--- config.mk ---
export PLATFORM = sky130hd
export DESIGN_NAME = fifo_ptr_ctrl
export DESIGN_NICKNAME = d
export VERILOG_FILES = /design/src/rtl/fifo_cdc_pkg.sv /design/src/rtl/fifo_ptr_ctrl_sync.sv /design/src/rtl/fifo_ptr_ctrl.sv
export SDC_FILE = /design/constraint.sdc
export NUM_CORES = 1
export LEC_CHECK = 0
export ABC_AREA = 0
export BUFFER_PORTS_ARGS = -buffer_cell sky130_fd_sc_hd__buf_2
export CAP_MARGIN = 20
export CORE_UTILIZATION = 50
export CTS_CLUSTER_SIZE = 8
export DETAILED_ROUTE_END_ITERATION = 7
export PLACE_DENSITY = 0.73
export SYNTH_ARGS = -nofsm -noshare
export SYNTH_HDL_FRONTEND = slang
export SYNTH_SLANG_ARGS = --single-unit
--- constraint.sdc ---
create_clock -name clk -period 2.76 [get_ports clk]
set_clock_uncertainty 0.05 [all_clocks]
set_input_delay 0.276 -clock clk [delete_from_list [all_inputs] [get_ports clk]]
set_output_delay 0.276 -clock clk [all_outputs]
set_load 0.05 [all_outputs]
--- src/rtl/fifo_cdc_pkg.sv ---
// Shared helpers for the dual-clock FIFO pointer logic: Gray coding and pointer width.
package fifo_cdc_pkg;

    localparam int unsigned SYNC_STAGES_MIN = 2;
    localparam int unsigned PTR_W_MAX       = 17;

    // Wide enough for the largest pointer; callers size-cast to their own width.
    typedef logic [PTR_W_MAX-1:0] ptr_t;

    function automatic int unsigned ptr_width(input int unsigned addr_w);
        return addr_w + 1;
    endfunction

    function automatic ptr_t bin2gray(input ptr_t b);
        return b ^ (b >> 1);
    endfunction

    // Each binary bit is the XOR of all Gray bits at or above it.
    function automatic ptr_t gray2bin(input ptr_t g);
        ptr_t b;
        b = g;
        for (int unsigned i = 1; i < PTR_W_MAX; i++) begin
            b = b ^ (g >> i);
        end
        return b;
    endfunction

endpackage

--- src/rtl/fifo_ptr_ctrl_sync.sv ---
// Multi-flop synchroniser for a Gray-coded pointer crossing into the local clock domain.
module ptr_sync
    import fifo_cdc_pkg::*;
#(
    parameter int unsigned WIDTH  = 9,
    parameter int unsigned STAGES = 2
) (
    input  logic             clk,
    input  logic             rst_n,
    input  logic [WIDTH-1:0] d_i,
    output logic [WIDTH-1:0] q_o
);

    localparam int unsigned N = (STAGES < SYNC_STAGES_MIN) ? SYNC_STAGES_MIN : STAGES;

    (* ASYNC_REG = "TRUE" *) logic [N-1:0][WIDTH-1:0] sync_q;

    always_ff @(posedge clk or negedge rst_n) begin
        if (!rst_n) begin
            sync_q <= '0;
        end else begin
            sync_q <= {sync_q[N-2:0], d_i};
        end
    end

    assign q_o = sync_q[N-1];

endmodule

--- src/rtl/fifo_ptr_ctrl.sv ---
// One-side pointer/flag controller for a dual-clock FIFO (WR_MODE=1: push/full, 0: pop/empty).
// Optional fill level and almost flag are built when FIFO_PTR_LEVEL_EN is defined.
module fifo_ptr_ctrl
    import fifo_cdc_pkg::*;
#(
    parameter int unsigned ADDR_W      = 8,
    parameter int unsigned SYNC_STAGES = 2,
    parameter bit          WR_MODE     = 1'b1,
    parameter int unsigned ALMOST_LVL  = 2**ADDR_W - 2
) (
    input  logic              clk,
    input  logic              rst_n,
    input  logic              req,
    input  logic [ADDR_W:0]   rptr_gray,
    output logic              accept,
    output logic [ADDR_W-1:0] addr,
    output logic [ADDR_W:0]   ptr_gray,
    output logic              flag
`ifdef FIFO_PTR_LEVEL_EN
    ,
    output logic [ADDR_W:0]   level,
    output logic              almost_flag
`endif
);

    localparam int unsigned PW = ptr_width(ADDR_W);

    logic [PW-1:0] ptr_bin_q, ptr_bin_d;
    logic [PW-1:0] ptr_gray_q, ptr_gray_d;
    logic          flag_q, flag_d;
    logic [PW-1:0] rsync;

    ptr_sync #(
        .WIDTH  (PW),
        .STAGES (SYNC_STAGES)
    ) u_sync (
        .clk   (clk),
        .rst_n (rst_n),
        .d_i   (rptr_gray),
        .q_o   (rsync)
    );

    assign accept = req & ~flag_q;

    // Flag looks at the next pointer so it rises on the edge that registers the last slot.
    always_comb begin
        ptr_bin_d  = ptr_bin_q + {{ADDR_W{1'b0}}, accept};
        ptr_gray_d = PW'(bin2gray(ptr_t'(ptr_bin_d)));
        flag_d     = 1'b0;
        if (WR_MODE) begin
            flag_d = (ptr_gray_d == {~rsync[ADDR_W:ADDR_W-1], rsync[ADDR_W-2:0]});
        end else begin
            flag_d = (ptr_gray_d == rsync);
        end
    end

    always_ff @(posedge clk or negedge rst_n) begin
        if (!rst_n) begin
            ptr_bin_q  <= '0;
            ptr_gray_q <= '0;
            flag_q     <= ~WR_MODE;
        end else begin
            ptr_bin_q  <= ptr_bin_d;
            ptr_gray_q <= ptr_gray_d;
            flag_q     <= flag_d;
        end
    end

    assign addr     = ptr_bin_q[ADDR_W-1:0];
    assign ptr_gray = ptr_gray_q;
    assign flag     = flag_q;

`ifdef FIFO_PTR_LEVEL_EN
    localparam logic [PW-1:0] ALMOST_V = PW'(ALMOST_LVL);

    logic [PW-1:0] rbin;
    logic [PW-1:0] level_q, level_d;
    logic          almost_q, almost_d;

    always_comb begin
        rbin     = PW'(gray2bin(ptr_t'(rsync)));
        level_d  = WR_MODE ? (ptr_bin_d - rbin) : (rbin - ptr_bin_d);
        almost_d = WR_MODE ? (level_d >= ALMOST_V) : (level_d <= ALMOST_V);
    end

    always_ff @(posedge clk or negedge rst_n) begin
        if (!rst_n) begin
            level_q  <= '0;
            almost_q <= ~WR_MODE;
        end else begin
            level_q  <= level_d;
            almost_q <= almost_d;
        end
    end

    assign level       = level_q;
    assign almost_flag = almost_q;
`endif

endmodule
==> run summary <==
post-CTS setup buffers: 0
Setup-failing EPs final: 0
clock share of power: 15.3%
Die ar.: 3040 sq um
Sw Ratio: 44.7%
clk_lat worst skew: 0.34 ns
GP Congestion: 0.750
maxcap violations: 0
critical path type: reg2reg
CP Data Arrival Time: 2.47 ns
vias per std cell: 5.02
Switch Pwr: 0.888 mW
Pint: 1.10 mW
share of cells above drive strength 1: 27.3%
Hold/Removal Path Class: reg2reg
Core Box Area: 2570 sq um
TritonCTS clock tree: yes
CP max FO: 7
Final Cell Area: 1750 sq um
Final Slew Violations: 0
CP Launch Type: flip-flop
Final Hold Vio Count: 0
Post-synth ARST share: 100%
clk sink count: 36
Comb power frac: 47.3%
Placed Instance Area: 1580 sq um
unrepaired setup endpoints after global routing: no
Routed Antenna Nets: 0
PD cells: 1140 nW/um^2
worst-margin pin slew: 0.756 ns
relative slew slack: 49.6%
post-CTS resize count: 0
Post-synth EDFFs: 0
final net count: 158
part of the cycle the worst path needs: 82.5%
Yosys top cell area share: 63.9%
dominant cells by area after synthesis: dfrtp_1, xnor2_1, xor2_1
vias in the first global route: 824
Initial Util: 54.9%
GR Util All Layers: 17.9%
pin count of the biggest net entering global routing: 37
global-route wire length before repair: 3470 um
clock tree buffer depth: 2
Seq/Total Area, Yosys: 63.9%
worst ir drop on vdd: 870 uV
number of antenna violations at the first check in global routing: 0
register area: 901 sq um
final wirelength: 2260 um
n_diodes: 0
status: completed
Syn Inst Count: 100
total global routing overflow: 0
cell accounting for the most synthesized area: dfrtp_1
via count: 868
Yosys reg bits: 36
clk root buf: clkbuf_4
area taken by multi-input logic gates: 474 sq um
most numerous cell in the Yosys netlist: dfrtp_1
Lkg Pwr: 0.865 nW
list of most frequent post-synthesis cells: dfrtp_1, xnor2_1, xor2_1
CP required: 2.95 ns
sequential share of power: 37.4%
post-DP HPWL: 1550 um
IO Port Bufs: 30
syn_area_per_cell: 14.1 sq um
io pins: 31
CTS H-tree lvls: 2
DR iter-0 viols: 6
wire length per cell: 13.1 um
min cycle time layout: 2.28 ns
total CTS buffers: 5
Syn. warnings: 0
Die Y: 55.1 um
Die W: 55.1 um
mapped cell area: 1410 sq um
Layout fillers: 196
drt pass-1 iters: 4
Cell variety after synth: 26
Synth Net Count: 115
CP endpoint kind: flip-flop
row count: 18
Synth Flop Type: dfrtp_1
Worst-path clk slew: 0.11 ns
FMAX: 439 MHz
Layout Area Growth over Synthesis: 23.9%
number of remaining DRC errors: 0
Setup TNS: 0 ns
[power by group through the flow]
stage / clock [mW] / sequential (mW) / combinational, mW
after floorplan: 0 / 1.06 / 0.442
after global placement: 0 / 0.749 / 0.915
after detailed placement: 0 / 0.755 / 0.937
after CTS: 0.317 / 0.745 / 0.951
after global routing: 0.341 / 0.762 / 1.01
final: 0.304 / 0.743 / 0.942
[critical path, stage by stage, from the launching register on]
cell       delay [ns]
dfrtp_1          0.43
nor2b_4          0.14
ha_1             0.15
ha_1             0.30
nand2_1          0.17
xor3_1           0.23
or3_1            0.37
a2111oi_2        0.34
[cells in the final DEF, fill, tap and decap left out, types with 2 or more instances in the layout]
cell and instances:
dfrtp_1 36, buf_2 30, xnor2_1 16, xor2_1 10
dlygate4sd3_1 10, inv_1 5, clkbuf_4 5, nand2_1 3
nand3_1 3, ha_1 3, and4_1 2, nand4_1 2
or3_1 2, and3_1 2, clkbuf_8 2
[what timing repair did]
item / in CTS / in global routing
hold buffers: 10 / 0
setup endpoints to repair: 0 / 0
hold endpoints to repair: 45 / 0
[registers in the layout, indices dropped and copies added, names as in the netlist]
| signal | flops |
|---|---|
| flag | 1 |
| u_sync.q_o | 9 |
| ptr_bin_q | 9 |
| ptr_gray | 8 |
| u_sync.sync_q | 9 |
[logic make-up after synthesis]
kind of cell               count (synthesis)  synth area share (%)
xor gates and xnor gates                  28                  19.4
buffers and inverters                      9                  3.02
DFF                                       36                  63.9
muxes                                      1                 0.710
and+or+nand+nor                           17                  6.92
AOI/OAI and AO/OA                          6                  3.37
adders and majority gates                  3                  2.66
[stage by stage]
stage          worst slack, ns  instances  utilization, %  total power [mW]  hold slack [ns]
5_1_grt                  0.357        173            68.0              2.11            0.299
3_3_place_gp             0.553        156            61.6              1.66            0.283
4_1_cts                  0.466        173            68.0              2.01            0.289
3_5_place_dp             0.492        156            61.6              1.69            0.286
2_1_floorplan           0.0286        100               -              1.50          -0.0696
6_report                 0.484        173            68.0              1.99            0.303
[routing by layer]
metal	vias to the layer above	global-route usage, %	share of wire (%)
met3	6	8.20	5.7
met2	28	30.9	52
met5	-	0	0
met1	425	18.2	40
met4	0	8.75	1.9
li1	409	-	-
[worst paths after layout]
check / start / end / slack [ns] / depth (start not counted)
max in group asynchronous: rst_n / u_sync.sync_q[3]$_DFF_PN0_ / 1.69 / 2
min in group asynchronous: rst_n / ptr_bin_q[3]$_DFF_PN0_ / 0.48 / 2
worst max-delay path: flag$_DFF_PN0_ / flag$_DFF_PN0_ / 0.48 / 7
worst min register to register: u_sync.sync_q[3]$_DFF_PN0_ / u_sync.q_o[3]$_DFF_PN0_ / 0.30 / 0
worst min-delay path: u_sync.sync_q[3]$_DFF_PN0_ / u_sync.q_o[3]$_DFF_PN0_ / 0.30 / 0
worst max register to register: flag$_DFF_PN0_ / flag$_DFF_PN0_ / 0.48 / 7
[layout make-up]
type | count | area share [%]
Tap cell | 30 | 2.15
Timing Repair Buffer | 40 | 14.3
Sequential cell | 36 | 51.6
Inverter | 5 | 1.07
Clock buffer | 7 | 3.72
Multi-Input combinational cell | 55 | 27.1
(Power assumes the default switching activity.)
